## src/rtl/mc_ctrl_fsm.sv

```systemverilog
// mc_ctrl_fsm: main control FSM of a multicycle MIPS-style datapath.
// Define CTRL_ADDI_EN to add the ADDIEX/ADDIWB states for opcode 001000.
module mc_ctrl_fsm (
    input  logic       clk,
    input  logic       rst,
    input  logic [5:0] opcode,
    input  logic       zero,
    output logic [1:0] aluOP,
    output logic       alu_src_a,
    output logic [1:0] alu_src_b,
    output logic [1:0] pc_source,
    output logic       pc_en,
    output logic       i_or_d,
    output logic       mem_read,
    output logic       mem_write,
    output logic       ir_write,
    output logic       reg_dst,
    output logic       mem_to_reg,
    output logic       reg_write,
    output logic [3:0] state,
    output logic       illegal_op
);

    localparam logic [5:0] OP_LW   = 6'b100011;
    localparam logic [5:0] OP_SW   = 6'b101011;
    localparam logic [5:0] OP_R    = 6'b000000;
    localparam logic [5:0] OP_BEQ  = 6'b000100;
    localparam logic [5:0] OP_J    = 6'b000010;
`ifdef CTRL_ADDI_EN
    localparam logic [5:0] OP_ADDI = 6'b001000;
`endif

    typedef enum logic [3:0] {
        FETCH  = 4'd0,
        DECODE = 4'd1,
        MEMADR = 4'd2,
        MEMRD  = 4'd3,
        MEMWB  = 4'd4,
        MEMWR  = 4'd5,
        REX    = 4'd6,
        RWB    = 4'd7,
        BEQ    = 4'd8,
        JUMP   = 4'd9,
        ADDIEX = 4'd10,
        ADDIWB = 4'd11
    } state_t;

    typedef struct packed {
        logic [1:0] alu_op;
        logic       src_a;
        logic [1:0] src_b;
        logic [1:0] pc_src;
        logic       i_or_d;
        logic       mem_read;
        logic       mem_write;
        logic       ir_write;
        logic       reg_dst;
        logic       mem_to_reg;
        logic       reg_write;
        logic       pc_write;
        logic       pc_write_cond;
    } ctrl_t;

    state_t state_q;
    state_t state_nxt;
    ctrl_t  ctrl_q;
    logic   illegal_nxt;

    // Moore output table; unlisted and unused states drive all zeros.
    function automatic ctrl_t decode(input state_t s);
        ctrl_t c;
        c = '0;
        case (s)
            FETCH: begin
                c.mem_read = 1'b1;
                c.ir_write = 1'b1;
                c.src_b    = 2'b01;
                c.pc_write = 1'b1;
            end
            DECODE: c.src_b = 2'b11;
            MEMADR: begin
                c.src_a = 1'b1;
                c.src_b = 2'b10;
            end
            MEMRD: begin
                c.mem_read = 1'b1;
                c.i_or_d   = 1'b1;
            end
            MEMWB: begin
                c.reg_write  = 1'b1;
                c.mem_to_reg = 1'b1;
            end
            MEMWR: begin
                c.mem_write = 1'b1;
                c.i_or_d    = 1'b1;
            end
            REX: begin
                c.src_a  = 1'b1;
                c.alu_op = 2'b10;
            end
            RWB: begin
                c.reg_write = 1'b1;
                c.reg_dst   = 1'b1;
            end
            BEQ: begin
                c.src_a         = 1'b1;
                c.alu_op        = 2'b01;
                c.pc_write_cond = 1'b1;
                c.pc_src        = 2'b01;
            end
            JUMP: begin
                c.pc_write = 1'b1;
                c.pc_src   = 2'b10;
            end
`ifdef CTRL_ADDI_EN
            ADDIEX: begin
                c.src_a = 1'b1;
                c.src_b = 2'b10;
            end
            ADDIWB: c.reg_write = 1'b1;
`endif
            default: c = '0;
        endcase
        return c;
    endfunction

    // Next-state selection; opcode is only looked at in DECODE and MEMADR.
    always_comb begin
        state_nxt   = FETCH;
        illegal_nxt = 1'b0;
        case (state_q)
            FETCH:  state_nxt = DECODE;
            DECODE: begin
                case (opcode)
                    OP_LW, OP_SW: state_nxt = MEMADR;
                    OP_R:         state_nxt = REX;
                    OP_BEQ:       state_nxt = BEQ;
                    OP_J:         state_nxt = JUMP;
`ifdef CTRL_ADDI_EN
                    OP_ADDI:      state_nxt = ADDIEX;
`endif
                    default: begin
                        state_nxt   = FETCH;
                        illegal_nxt = 1'b1;
                    end
                endcase
            end
            MEMADR: state_nxt = (opcode == OP_LW) ? MEMRD : MEMWR;
            MEMRD:  state_nxt = MEMWB;
            REX:    state_nxt = RWB;
`ifdef CTRL_ADDI_EN
            ADDIEX: state_nxt = ADDIWB;
`endif
            default: state_nxt = FETCH;
        endcase
    end

    // State, registered Moore outputs and the illegal-opcode pulse.
    always_ff @(posedge clk or posedge rst) begin
        if (rst) begin
            state_q    <= FETCH;
            ctrl_q     <= decode(FETCH);
            illegal_op <= 1'b0;
        end else begin
            state_q    <= state_nxt;
            ctrl_q     <= decode(state_nxt);
            illegal_op <= illegal_nxt;
        end
    end

    assign state      = state_q;
    assign aluOP      = ctrl_q.alu_op;
    assign alu_src_a  = ctrl_q.src_a;
    assign alu_src_b  = ctrl_q.src_b;
    assign pc_source  = ctrl_q.pc_src;
    assign i_or_d     = ctrl_q.i_or_d;
    assign mem_read   = ctrl_q.mem_read;
    assign mem_write  = ctrl_q.mem_write;
    assign ir_write   = ctrl_q.ir_write;
    assign reg_dst    = ctrl_q.reg_dst;
    assign mem_to_reg = ctrl_q.mem_to_reg;
    assign reg_write  = ctrl_q.reg_write;
    assign pc_en      = ctrl_q.pc_write | (ctrl_q.pc_write_cond & zero);

endmodule

```

## config.mk

```make
export PLATFORM = sky130hd
export DESIGN_NAME = mc_ctrl_fsm
export DESIGN_NICKNAME = d
export VERILOG_FILES = /design/src/rtl/mc_ctrl_fsm.sv
export SDC_FILE = /design/constraint.sdc
export NUM_CORES = 1
export LEC_CHECK = 0
export BUFFER_PORTS_ARGS = -buffer_cell sky130_fd_sc_hd__buf_2
export CAP_MARGIN = 30
export CORE_MARGIN = 4
export CORE_UTILIZATION = 51
export CTS_CLUSTER_DIAMETER = 200
export DETAILED_ROUTE_END_ITERATION = 12
export GPL_TIMING_DRIVEN = 0
export PLACE_DENSITY = 0.8
export SETUP_SLACK_MARGIN = 0.1
export SYNTH_ARGS = -nofsm -noshare
export SYNTH_HDL_FRONTEND = slang
export SYNTH_SLANG_ARGS = --single-unit
```

## constraint.sdc

```tcl
create_clock -name clk -period 2.55 [get_ports clk]
set_input_delay 0.1275 -clock clk [delete_from_list [all_inputs] [get_ports clk]]
set_output_delay 0.1275 -clock clk [all_outputs]
set_load 0.005 [all_outputs]
```

==> flow_summary.ini, run 1 <==
[outcome]
run_status = finished clean

[clocking]
root_buffer = clkbuf_4
clockBufferDepth = 2
cts.clk_slew.worst_paths_ps = 100
numClockSinks = 19
tritoncts = yes
h_tree_levels = 1
worst_skew_pair_latency_ps = 290
tritoncts.num_buffers = 3
cts_post_setup_buffers_inserted = 0

[worst_setup_path]
crit_path_end_kind = flop
rr_startpoint = state[3]
timing.critical_path.from_type = flop
reg2reg_depth = 5
rrSetupSlack_ps = 900
cp_max_fo = 8
r2r-end = ctrl_q[1]
critPathKind = flop to flop
arrival_time_at_the_worst_endpoint_ps = 1870
crit_required_ps = 2770
critical_path_origin = state[3]

[detailed_routing]
post_drt_via_cell_ratio = 5.29
drt_pass1_iterations = 4
top_signal_layer_used = met4
wirelength_um = 1560
drt-wirelength-per-cell_um = 12.3
wl_met3_um = 122
initialDrtViolationCount = 6
drc = 0
routed-via-count = 667
met2RoutedLength_um = 787
detail_route.wirelength.met1_um = 623
drt.antenna.violating_nets = 0

[finish]
largest_register_ffs = 4
final_cell_area_mm2 = 0.00107
multi_input_comb_area_um2 = 299
finish.utilization_pct = 68.4
ff_latch_area_um2 = 480
num-nets-final = 120
final_layout_size_suffix_gt1_share_pct = 45.5
antenna_cells_inserted = 0
fillerInstances = 137
syn2layout_area_growth_pct = 22.6

[logic_synthesis]
synth_xor_area_share_pct = 1.01
synthCells = 77
synth_area_um2 = 870
synth-compound-area-share_pct = 10.6
synth.avg_cell_area_um2 = 11.3
post_synth_edffs = 0
synth_fa_ha_area_share_pct = 0
synth_seq_cells = 19
synthSimpleGateAreaFrac_pct = 22.7
dominant_combinational_cell_family_by_area_after_synthesis = simple AND/OR/NAND/NOR gates
syn_nets = 86
proportion_of_synthesized_area_in_mux_cells_pct = 0
yosys.cell_types.count = 31
most_used_dff_post_synth = dfrtp_1
yosys_warnings = 0
synth_async_sr_flop_share_pct = 100
yosysSeqAreaShare_pct = 55.3

[grt]
gr-total-overflow = 0
grt_start_max_net_pins = 20
groute.usage.overall_pct = 14.8
global_route_wire_length_before_repair_um = 2770
via_count_of_the_first_global_routing_pass = 639
number_of_antenna_violations_at_the_first_check_in_global_routing = 0

[placement]
gp_congestion = 0.820
placed_area_mm2 = 0.00103
detailedPlacementHpwl_um = 1220
port-buffer-count = 28

[timing]
max_freq_mhz = 605
max_slew.worst_pin.slew_ps = 674
final.min_clock_period_ps = 1650
skew_ps = 4.12
relSlewSlack_pct = 55.0
layout_worst_path_cycle_share_pct = 64.8
setup-tns-final_ps = 0
rsz_0062_raised_after_global_routing = no
setup-violations-final = 0
finalMaxSlewViolations = 0
count_of_final_hold_check_violations = 0

[floorplan]
std_cell_rows = 14
io-pin-count = 29
die-height_um = 49.3
floorplan.core_area_mm2 = 0.00156
floorplan.initialDensity_pct = 55.8
die_w_um = 49.3
floorplan.die_area_mm2 = 0.00243

[worst_hold_path]
hold_class = input pin to flop
min_delay_worst_endpoint = ctrl_q[1]
hold_path_depth = 3
min-delay-start = opcode[1]

[pwr]
pwr_density_cell_mw_per_mm2 = 763
irDropWorstVdd_v = 0.000383
leakage_component_of_the_power_uw = 0.000601

[flow_run]
max_cap_violations = 0
==> through the flow <==
| stage | total power, µW | setup slack, ps | hold slack (ps) | cells |
|---|---|---|---|---|
| after global placement | 666 | 931 | 238 | 121 |
| after global routing | 866 | 797 | 156 | 126 |
| final | 813 | 897 | 156 | 126 |
| after CTS | 821 | 895 | 153 | 126 |
| after floorplan | 580 | 1080 | 75.7 | 77 |
| after detailed placement | 677 | 920 | 263 | 121 |
==> worst max-delay path, stage by stage (launching register included) <==
cell and delay [ps]:
dfrtp_1 500, nor4b_2 450, o211ai_2 190, nand3b_2 140, nand4b_1 190, o21ai_1 110
==> logic make-up (layout without fill, tap and decap cells) <==
family,Yosys count,count (layout)
DFF,19,19
AOI/OAI and AO/OA,13,13
buffers and inverters,15,48
and+or+nand+nor,29,29
xor gates and xnor gates,1,1
==> how the worst max path moves through the flow <==
stage                    to  slack (ps)
2_1_floorplan  alu_src_b[1]        1080
3_3_place_gp   alu_src_b[0]         930
3_5_place_dp      ctrl_q[1]         920
4_1_cts           ctrl_q[1]         900
5_1_grt           ctrl_q[1]         800
6_report          ctrl_q[1]         900
==> layout make-up <==
cell class              instances  area share, %
multi-input cells              43           28.1
inverters                       7           2.46
flip-flops and latches         19           45.1
repair buffers                 29           14.1
clock buffers                   4           2.46
well taps                      16           1.88
plain buffers                   8           5.99
==> power by group <==
group,switching (µW),internal (µW)
registers,18.0,381
clock network,83.8,60.8
logic,134,135
==> Yosys cell counts (all sizes together), types with 2 or more instances <==
cell	n	area, µm²
a21o	2	15.0
and3	4	25.0
buf	8	63.8
dfrtp	15	375
dfstp	4	105
inv	7	26.3
nand2	3	11.3
nand3	3	15.0
nor2	6	22.5
nor3	3	26.3
nor4b	3	45.0
o211ai	2	20.0
o21ai	4	20.0
==> metal layers <==
layer / up-vias / GRT usage, %
met5: - / 0
met2: 23 / 27.2
met4: 0 / 4.74
li1: 331 / -
met1: 311 / 16.5
met3: 2 / 3.36
==> placed cells by master (no fill, tap or decap), types with 2 or more instances in the layout <==
| cell type | n |
|---|---|
| buf_4 | 7 |
| dfrtp_1 | 15 |
| nand3_1 | 3 |
| dfstp_2 | 4 |
| nand2_1 | 3 |
| nor4b_2 | 3 |
| nor2_1 | 6 |
| a21o_1 | 2 |
| clkbuf_4 | 3 |
| inv_1 | 6 |
| buf_2 | 28 |
| and3_1 | 4 |
| o21ai_1 | 3 |
| nor3_1 | 2 |
==> timing repair <==
item                      in CTS  in global routing
hold endpoints to repair      15                  0
hold buffers                   1                  0
gates resized for setup        0                  0
Note: power is estimated with default switching activity, not from simulation.
==> run 2: changes to the inputs <==
- CORE_UTILIZATION: 51 -> 43
- PLACE_DENSITY: 0.8 -> 0.72
- clock period: 2.55 -> 1.45 ns (I/O delays scaled with it)
==> run 2 against run 1 <==
The flow now finishes with violations (negative setup slack). First-iteration DRC count increased by 17%. Largest cell class unchanged. Count of clock-buffer cells in the layout unchanged. Highest routed layer unchanged. Sequential power increased by 76%. Critical path type unchanged. Sequential share of layout area decreased by 3.3 points. Combinational power increased by 93%. Clock skew decreased by 1.3 ps. Hold slack got worse by 62 ps. Non-clock buffer count increased by 5. Register-to-register slack got worse by 970 ps.
==> flow_summary.ini, run 2 (synthesis gave the netlist of run 1 again) <==
[outcome]
run_status = finished, violations left
failed_checks = negative setup slack

[clocking]
numClockSinks = 19
post_cts_resize_count = 0
h_tree_levels = 1
cts.clk_slew.worst_paths_ps = 100
tritoncts.num_buffers = 3
root_buffer = clkbuf_4
worst_skew_pair_latency_ps = 290
clockBufferDepth = 2
tritoncts = yes

[pwr]
leakage_component_of_the_power_uw = 0.000631
pwr_density_cell_mw_per_mm2 = 1280
irDropWorstVdd_v = 0.000767

[grt]
via_count_of_the_first_global_routing_pass = 619
grt_start_max_net_pins = 20
gr-total-overflow = 0
groute.usage.overall_pct = 13.7
global_route_wire_length_before_repair_um = 2730
number_of_antenna_violations_at_the_first_check_in_global_routing = 0

[detailed_routing]
routed-via-count = 701
initialDrtViolationCount = 7
wirelength_um = 1750
drt.antenna.violating_nets = 0
drt_pass1_iterations = 4
drc = 0
post_drt_via_cell_ratio = 4.94
drt-wirelength-per-cell_um = 12.3

[finish]
largest_register_ffs = 4
num-nets-final = 125
final_cells = 142
final_layout_size_suffix_gt1_share_pct = 50.4
layout_common_cells = 28 x buf_2, 13 x dfrtp_1, 11 x buf_4
final_common_cell = buf_2
syn2layout_area_growth_pct = 32.8
antenna_cells_inserted = 0

[timing]
setup-violations-final = 6
skew_ps = 2.86
relSlewSlack_pct = 54.4
max_slew.worst_pin.slew_ps = 683
max_freq_mhz = 655
layout_worst_path_cycle_share_pct = 105
final.min_clock_period_ps = 1530
rsz_0062_raised_after_global_routing = yes
finalMaxSlewViolations = 0
count_of_final_hold_check_violations = 0
postLayoutSetupSlackWorst_ps = -75.7

[worst_setup_path]
cp_max_fo = 6
timing.critical_path.from_type = flop
timing.critical_path.slowest_stage_cell = dfrtp_2
critPathKind = flop to flop
arrival_time_at_the_worst_endpoint_ps = 1740
worstPathCellList = nor4b_4, o211ai_2, nand3b_4, nand4b_1, o41ai_1
timing.critical_path.max_delay_family = simple AND/OR/NAND/NOR gates
crit_required_ps = 1670
crit_path_end_kind = flop
wp_buf_inv = 0
max_stage_delay_on_crit_path_ps = 480

[placement]
port-buffer-count = 28
detailedPlacementHpwl_um = 1270
gp_congestion = 0.803
post-place-cells = 132
place_ws_ps = -103

[floorplan]
floorplan.core_area_mm2 = 0.00194
io-pin-count = 29
floorplan.die_area_mm2 = 0.00281
floorplan.initialDensity_pct = 44.8
std_cell_rows = 16
die_w_um = 53.0
die-height_um = 53.0

[worst_hold_path]
hold_class = input pin to flop

[flow_run]
max_cap_violations = 0
[run 2: repair_timing]
action                                  in CTS  in global routing
setup buffers                                4                  1
pin swaps                                    3                  2
endpoints found under the hold margin       15                  0
endpoints found under the setup margin       7                  7
hold buffers                                 1                  0
[run 2: final cells by class]
class                   instances  area [µm²]
repair buffers                 34         188
fillers                       188         787
well taps                      27        33.8
inverters                       7        26.3
flip-flops and latches         19         483
plain buffers                   8        67.6
multi-input cells              43         330
clock buffers                   4        26.3
[run 2: per-layer routing]
metal	routed length (µm)	track usage [%]
met1	737	17.4
met2	845	22.1
met3	140	2.82
met4	28	6.81
met5	0	0
[run 2: through the flow]
step / cell area (µm²) / power (µW) / setup TNS (ps) / hold WS (ps) / util, %
after floorplan: 907 / 1040 / 0 / 20.5 / -
after detailed placement: 1080 / 1210 / -458 / 213 / 55.7
final: 1150 / 1480 / -202 / 94.3 / 59.5
after global placement: 1080 / 1200 / -287 / 193 / 55.7
after global routing: 1150 / 1590 / -695 / 104 / 59.5
after CTS: 1150 / 1500 / -215 / 75.4 / 59.1
[run 2: worst reg2reg max path, stage by stage (launching register included)]
cell and delay (ps):
dfrtp_2 480, nor4b_4 360, o211ai_2 190, nand3b_4 120, nand4b_1 190, o41ai_1 110
[run 2: worst paths after layout]
| kind | start | to | slack (ps) | cells past startpoint |
|---|---|---|---|---|
| min in group asynchronous | rst | mem_to_reg | 420 | 3 |
| min reg2reg | state[2] | alu_src_b[0] | 580 | 2 |
| min | opcode[1] | ctrl_q[1] | 90 | 3 |
| max reg2reg | state[1] | alu_src_b[0] | -80 | 5 |
| max | state[1] | alu_src_b[0] | -80 | 5 |
| max in group asynchronous | rst | state[3] | 560 | 3 |
[run 2: power breakdown]
group,internal [µW],switching (µW)
clock network,107,150
registers,671,33.1
logic,271,247
total,1050,430
